[config.mk]
export PLATFORM = sky130hd
export DESIGN_NAME = axi_burst_rd2ram
export DESIGN_NICKNAME = d
export VERILOG_FILES = /design/src/rtl/axi_burst_rd2ram.sv
export SDC_FILE = /design/constraint.sdc
export NUM_CORES = 1
export LEC_CHECK = 0
export ABC_AREA = 1
export CAP_MARGIN = 30
export CELL_PAD_IN_SITES_DETAIL_PLACEMENT = 0
export CELL_PAD_IN_SITES_GLOBAL_PLACEMENT = 1
export CORE_MARGIN = 10
export CORE_UTILIZATION = 32
export CTS_BUF_LIST = sky130_fd_sc_hd__clkbuf_4 sky130_fd_sc_hd__clkbuf_8
export CTS_CLUSTER_SIZE = 28
export DETAILED_ROUTE_END_ITERATION = 7
export PLACE_DENSITY_LB_ADDON = 0.1
export SYNTH_ARGS = -nofsm -noshare
export SYNTH_HDL_FRONTEND = slang
export SYNTH_SLANG_ARGS = --single-unit
[constraint.sdc]
create_clock -name I_clk -period 4.2 [get_ports I_clk]
set_clock_uncertainty 0.15 [all_clocks]
set_input_delay 0.63 -clock I_clk [delete_from_list [all_inputs] [get_ports I_clk]]
set_output_delay 0.63 -clock I_clk [all_outputs]
set_load 0.02 [all_outputs]
[src/rtl/axi_burst_rd2ram.sv]
// AXI4 read master that copies a run of data beats from DDR into an on-chip
// buffer RAM. The transfer is cut into INCR bursts of at most C_MAX_BURST beats
// that never cross a 4 KB page. Completion is reported with ap_ctrl_hs style
// handshake pulses, and a sticky error flag records protocol problems.
//
// Handshakes: an AXI channel transfers a beat on a rising edge where both
// valid and ready are high; this block holds arvalid/araddr/arlen stable until
// arready, and keeps rready high for the whole R phase of a burst.
module axi_burst_rd2ram #(
    parameter int C_M_AXI_ADDR_WIDTH = 32,
    parameter int C_M_AXI_DATA_WIDTH = 128,
    parameter int C_M_AXI_LEN_WIDTH  = 8,
    parameter int C_MAX_BURST        = 16,
    parameter int C_RAM_ADDR_WIDTH   = 10
) (
    input  logic                          I_clk,
    input  logic                          I_rst_n,
    input  logic                          I_ap_start,
    output logic                          O_ap_done,
    output logic                          O_ap_idle,
    output logic                          O_ap_ready,
    output logic                          O_err,
    input  logic [C_M_AXI_ADDR_WIDTH-1:0] I_base_addr,
    input  logic [C_RAM_ADDR_WIDTH-1:0]   I_ram_base,
    input  logic [C_RAM_ADDR_WIDTH:0]     I_len,
    output logic [C_RAM_ADDR_WIDTH-1:0]   O_waddr,
    output logic [C_M_AXI_DATA_WIDTH-1:0] O_wdata,
    output logic                          O_wr,
    output logic [C_M_AXI_ADDR_WIDTH-1:0] O_maxi_araddr,
    output logic [C_M_AXI_LEN_WIDTH-1:0]  O_maxi_arlen,
    output logic [2:0]                    O_maxi_arsize,
    output logic [1:0]                    O_maxi_arburst,
    output logic                          O_maxi_arvalid,
    input  logic                          I_maxi_arready,
    input  logic [C_M_AXI_DATA_WIDTH-1:0] I_maxi_rdata,
    input  logic [1:0]                    I_maxi_rresp,
    input  logic                          I_maxi_rlast,
    input  logic                          I_maxi_rvalid,
    output logic                          O_maxi_rready
);

    localparam int AW     = C_M_AXI_ADDR_WIDTH;
    localparam int DW     = C_M_AXI_DATA_WIDTH;
    localparam int LW     = C_M_AXI_LEN_WIDTH;
    localparam int RAW    = C_RAM_ADDR_WIDTH;
    localparam int CW     = RAW + 1;
    localparam int BYTES  = DW / 8;
    localparam int BSHIFT = $clog2(BYTES);
    localparam int BW     = $clog2(C_MAX_BURST) + 1;
    localparam logic [31:0] MAX_U = C_MAX_BURST;

    typedef enum logic [1:0] {
        S_IDLE = 2'd0,
        S_AR   = 2'd1,
        S_R    = 2'd2,
        S_DONE = 2'd3
    } state_t;

    state_t state;
    state_t next_state;

    // Transfer bookkeeping
    logic [AW-1:0]  addr;        // DDR address of the next burst to issue
    logic [CW-1:0]  remaining;   // beats not yet covered by an issued burst
    logic [RAW-1:0] ram_base_q;  // latched first RAM word address
    logic [CW-1:0]  burst_idx;   // transfer beat index of the current burst's first beat
    logic [BW-1:0]  burst_len;   // beats in the current burst
    logic [BW-1:0]  beat_cnt;    // beats received so far in the current burst

    // Burst sizing
    logic [31:0]    page_beats;
    logic [31:0]    size_ext;
    logic [BW-1:0]  burst_size;

    // Read-channel events
    logic           beat_fire;
    logic           last_expected;
    logic           burst_end;

    assign O_maxi_arsize  = 3'(BSHIFT);
    assign O_maxi_arburst = 2'b01;

    // Size of the next burst: limited by remaining beats, the burst cap and the 4 KB page end
    always_comb begin
        page_beats = (32'd4096 - {20'd0, addr[11:0]}) >> BSHIFT;
        size_ext   = 32'(remaining);
        if (size_ext > MAX_U) begin
            size_ext = MAX_U;
        end
        if (size_ext > page_beats) begin
            size_ext = page_beats;
        end
        burst_size = BW'(size_ext);
    end

    // Beat acceptance and end-of-burst detection (count or an early rlast ends the burst)
    always_comb begin
        beat_fire     = (state == S_R) && I_maxi_rvalid;
        last_expected = (beat_cnt == (burst_len - BW'(1)));
        burst_end     = beat_fire && (last_expected || I_maxi_rlast);
    end

    // State register
    always_ff @(posedge I_clk or negedge I_rst_n) begin
        if (!I_rst_n) begin
            state <= S_IDLE;
        end else begin
            state <= next_state;
        end
    end

    // Next-state logic
    always_comb begin
        next_state = state;
        case (state)
            S_IDLE: begin
                if (I_ap_start) begin
                    next_state = (I_len == '0) ? S_DONE : S_AR;
                end
            end
            S_AR: begin
                if (O_maxi_arvalid && I_maxi_arready) begin
                    next_state = S_R;
                end
            end
            S_R: begin
                if (burst_end) begin
                    next_state = (remaining != '0) ? S_AR : S_DONE;
                end
            end
            S_DONE: begin
                next_state = S_IDLE;
            end
            default: begin
                next_state = S_IDLE;
            end
        endcase
    end

    // State-decoded outputs
    always_comb begin
        O_ap_idle     = (state == S_IDLE);
        O_ap_done     = (state == S_DONE);
        O_ap_ready    = (state == S_DONE);
        O_maxi_rready = (state == S_R);
    end

    // Datapath: latch the job, issue bursts, forward beats to the RAM, track errors
    always_ff @(posedge I_clk or negedge I_rst_n) begin
        if (!I_rst_n) begin
            addr           <= '0;
            remaining      <= '0;
            ram_base_q     <= '0;
            burst_idx      <= '0;
            burst_len      <= '0;
            beat_cnt       <= '0;
            O_maxi_arvalid <= 1'b0;
            O_maxi_araddr  <= '0;
            O_maxi_arlen   <= '0;
            O_wr           <= 1'b0;
            O_waddr        <= '0;
            O_wdata        <= '0;
            O_err          <= 1'b0;
        end else begin
            O_wr <= 1'b0;
            case (state)
                S_IDLE: begin
                    if (I_ap_start) begin
                        addr       <= I_base_addr;
                        remaining  <= I_len;
                        ram_base_q <= I_ram_base;
                        burst_idx  <= '0;
                        O_err      <= 1'b0;
                    end
                end
                S_AR: begin
                    if (!O_maxi_arvalid) begin
                        // First AR cycle: size the burst and present it from the next cycle
                        O_maxi_arvalid <= 1'b1;
                        O_maxi_araddr  <= addr;
                        O_maxi_arlen   <= LW'(burst_size - BW'(1));
                        addr           <= addr + AW'(32'(burst_size) << BSHIFT);
                        remaining      <= remaining - CW'(burst_size);
                        burst_len      <= burst_size;
                        beat_cnt       <= '0;
                    end else if (I_maxi_arready) begin
                        O_maxi_arvalid <= 1'b0;
                    end
                end
                S_R: begin
                    if (beat_fire) begin
                        O_wr     <= 1'b1;
                        O_wdata  <= I_maxi_rdata;
                        O_waddr  <= ram_base_q + RAW'(burst_idx) + RAW'(beat_cnt);
                        beat_cnt <= beat_cnt + BW'(1);
                        if ((I_maxi_rresp != 2'b00) ||
                            (I_maxi_rlast && !last_expected) ||
                            (last_expected && !I_maxi_rlast)) begin
                            O_err <= 1'b1;
                        end
                        // Beats cut off by an early rlast still count, so RAM placement stays aligned
                        if (burst_end) begin
                            burst_idx <= burst_idx + CW'(burst_len);
                        end
                    end
                end
                S_DONE: begin
                end
                default: begin
                end
            endcase
        end
    end

endmodule

==> run summary <==
GRT Util Overall -> 18.9%
Max Cap Viol -> 0
Count of final setup violators -> 0
Initial Util -> 32.4%
Port Buf Inserts -> 373
Final instance area -> 18600 um2
Final ANT Viol Nets -> 0
Seq/Total Area, Yosys -> 49.4%
Detail Placement HPWL -> 36000 um
WP buf/inv -> 2
Worst setup EP type -> flip-flop
Die span in x -> 221 um
Yosys warnings -> 0
CORE AREA -> 39700 um2
Routed vias/inst -> 4.61
Cell Area, Placed -> 17300 um2
Die area -> 48600 um2
Pwr Total -> 14.7 mW
Adder-Cell Fraction of Synth Area -> 5.19%
Clock Root Buffer -> clkbuf_8
Worst EP required -> 4.54 ns
Synth unique cells -> 46
Nets -> 2268
Cell Pwr Density -> 790 nW/um2
Post-synthesis cell count -> 1617
Placement Setup Slack -> 0.00836 ns
Hold Crit Start -> O_wdata[71]$_DFFE_PN0P_
Slew Limit Fails -> 0
Layout cell share with drive strength beyond 1 -> 11.0%
Congestion Overflow GR -> 0
CP top delay family -> simple AND/OR/NAND/NOR gates
DR iter-0 viols -> 794
Min-Delay Endpoint -> O_wdata[71]$_DFFE_PN0P_
Storage cell area -> 6360 um2
Simple-Gate Fraction of Synth Area -> 29.0%
# H-tree levels -> 2
Critical Path Source Type -> flip-flop
VDD IR max -> 0.324 mV
Most used cell, CP -> nand2_1
Filler cell count -> 3993
Slew HR -> 44.4%
Cts bufs inserted -> 49
First-pass GRT wire length -> 71500 um
Clock buffer depth -> 3
DP Cell Count -> 2497
Via Count -> 11900
CP max FO -> 4
F_max -> 255 MHz
Prevailing post-synth register cell -> dfrtp_1
I/O Pins -> 379
Setup WS post-layout -> 0.283 ns
Worst flop-to-flop path endpoint -> addr[14]$_DFFE_PN0P_
FF-to-FF setup slack -> 0.28 ns
Initial DRT Pass Iterations -> 7
Main combinational cell family by area after synthesis -> simple AND/OR/NAND/NOR gates
CTS tree -> done
Compound-Gate Fraction of Synth Area -> 7.99%
Crit path time final -> 3.92 ns
Slew @ Worst Pin -> 0.834 ns
Final wirelength -> 47900 um
Slowest library cell on the worst path -> dfrtp_1
Hold Path Class -> reg -> reg
Initial antenna violation count -> 2
Largest net degree at the start of global routing -> 147
Cell Area, Synth -> 12900 um2
Clock transition at the registers of the reported paths -> 0.06 ns
Post-synth EDFFs -> 0
# DRC -> 0
Area grow syn2layout -> 44.2%
Critical path type -> reg -> reg
Final worst path period share -> 93.3%
Row count -> 73
Synth Area in XOR/XNOR -> 1.84%
Multiplexer area fraction after synthesis -> 0%
Worst EP arrival -> 4.26 ns
Die height -> 221 um
Critical R2R Launch -> addr[4]$_DFFE_PN0P_
Final TNS setup -> 0 ns
Synthesis-stage register bit count -> 254
Status -> finished, final reports clean
Drt wl/cell -> 18.5 um
Slowest stage delay, CP -> 0.39 ns
R2R cell count -> 29
Number of global-route vias before repair -> 11900
Fin cells -> 2589
Async SR Flop Fraction -> 100%
Worst-Skew Late Latency -> 0.64 ns
WHS Path Cells -> 2
Area occupied by multi-input gates -> 5840 um2
Hold Fails Final Rpt -> 0
Avg Inst Size Synth -> 7.96 um2
Pleak -> 8.99 nW
GPL Wtd Cong -> 0.863
Clk sink count -> 254
power by group:
part / switching (mW) / internal (mW) / total [mW]
clock: 1.12 / 1.49 / 2.61
combinational: 4.55 / 3.20 / 7.75
sequential: 0.748 / 3.55 / 4.29
total: 6.42 / 8.23 / 14.7
cell type report:
| type | count | share of cell area, % |
|---|---|---|
| Sequential cell | 254 | 34.3 |
| Multi-Input combinational cell | 1173 | 31.5 |
| Timing Repair Buffer | 428 | 22.7 |
| Clock buffer | 76 | 5.10 |
| Tap cell | 525 | 3.54 |
| Inverter | 125 | 2.56 |
| Clock inverter | 7 | 0.391 |
| Antenna cell | 1 | 0.0135 |
metrics by stage:
step | hold slack [ns] | util (%)
detailed placement | 0.314 | 43.6
global placement | 0.310 | 43.6
floorplan | 0.184 | -
CTS | 0.322 | 46.2
finish | 0.323 | 46.7
global route | 0.351 | 46.7
how the worst max path moves through the flow:
stage / from / to / slack [ns] / cells after the start
detailed placement: addr[1]$_DFFE_PN0P_ / addr[23]$_DFFE_PN0P_ / 0.008 / 30
finish: addr[4]$_DFFE_PN0P_ / addr[14]$_DFFE_PN0P_ / 0.28 / 29
floorplan: addr[5]$_DFFE_PN0P_ / addr[14]$_DFFE_PN0P_ / 0.31 / 29
global placement: addr[1]$_DFFE_PN0P_ / addr[12]$_DFFE_PN0P_ / 0.03 / 28
global route: addr[4]$_DFFE_PN0P_ / addr[23]$_DFFE_PN0P_ / -0.01 / 31
CTS: addr[1]$_DFFE_PN0P_ / addr[14]$_DFFE_PN0P_ / 0.02 / 29
placed cells by master, fill, tap and decap left out, types with 2 or more instances in the layout:
cell type | synthesis | routed
o21ai_2 | 2 | 2
nor3_2 | 1 | 2
o211ai_1 | 17 | 17
buf_4 | 13 | 50
conb_1 | 2 | 9
dfrtp_1 | 254 | 253
inv_1 | 103 | 102
nor2_2 | 10 | 14
inv_4 | 1 | 2
fa_1 | 9 | 9
ha_1 | 39 | 34
a31oi_1 | 2 | 2
nand2_2 | 11 | 22
a21oi_1 | 37 | 36
nand4_1 | 23 | 23
nand3_2 | 4 | 6
o22ai_1 | 15 | 15
nand3_1 | 71 | 69
ha_4 | 0 | 5
xnor2_1 | 11 | 11
clkbuf_4 | 0 | 16
nor2_1 | 69 | 64
inv_2 | 20 | 20
clkbuf_8 | 0 | 60
inv_8 | 0 | 2
clkinv_2 | 0 | 4
clkdlybuf4s50_1 | 0 | 372
buf_12 | 0 | 4
o21a_1 | 4 | 4
or2_2 | 2 | 2
nand2_1 | 686 | 674
o21ai_1 | 43 | 43
nor2_4 | 3 | 4
nor3_1 | 12 | 11
nand2_4 | 2 | 3
nor4_1 | 4 | 4
o21ai_0 | 61 | 61
xor2_1 | 16 | 16
flip-flops by register name, summed over array words and instances (netlist names):
register        cells
O_wdata           128
state               2
O_err               1
O_maxi_araddr      32
beat_cnt            5
O_maxi_arlen        6
burst_len           5
O_wr                1
O_waddr            10
burst_idx          10
ram_base_q         10
remaining          11
O_maxi_arvalid      1
addr               32
synth_stat cells, types with 3 or more instances:
cell type / n / share of area [%]
a21oi_1: 37 / 1.4
buf_2: 37 / 1.4
buf_4: 13 / 0.76
clkbuf_1: 20 / 0.58
dfrtp_1: 254 / 49
fa_1: 9 / 1.4
ha_1: 39 / 3.8
inv_1: 103 / 3.0
inv_2: 20 / 0.58
nand2_1: 686 / 20
nand2_2: 11 / 0.53
nand3_1: 71 / 2.8
nand3_2: 4 / 0.31
nand4_1: 23 / 1.1
nor2_1: 69 / 2.0
nor2_2: 10 / 0.49
nor2_4: 3 / 0.26
nor3_1: 12 / 0.47
nor4_1: 4 / 0.19
o211ai_1: 17 / 0.99
o21a_1: 4 / 0.23
o21ai_0: 61 / 2.4
o21ai_1: 43 / 1.7
o22ai_1: 15 / 0.73
xnor2_1: 11 / 0.75
xor2_1: 16 / 1.1
routing by layer:
| layer | vias to the layer above | share of wire (%) | track usage (%) |
|---|---|---|---|
| met4 | 0 | 2.1 | 5.64 |
| met5 | - | 0 | 0 |
| met3 | 66 | 6.1 | 4.08 |
| met1 | 5580 | 44 | 24.1 |
| met2 | 329 | 48 | 31.7 |
| li1 | 5968 | - | - |
logic make-up (layout without fill, tap and decap cells):
kind of cell | Yosys count | after routing
AO/OA/AOI/OAI | 186 | 186
XOR/XNOR | 27 | 27
adder cells (fa/ha/maj) | 48 | 48
buffers and inverters | 197 | 636
flip-flops | 254 | 254
other | 2 | 10
AND/OR/NAND/NOR | 903 | 903
what timing repair did:
item	in CTS	in global routing
endpoints found under the setup margin	1	32
hold buffers	1	0
pin swaps	1	13
endpoints found under the hold margin	78	0
resized for setup	1	28
buffers inserted	0	7
worst min-delay path, stage by stage, from the launching register on:
cell     delay, ns
dfrtp_1       0.34
nand2_1       0.05
nand2_1       0.05
Power figures use the tool's default switching activity.
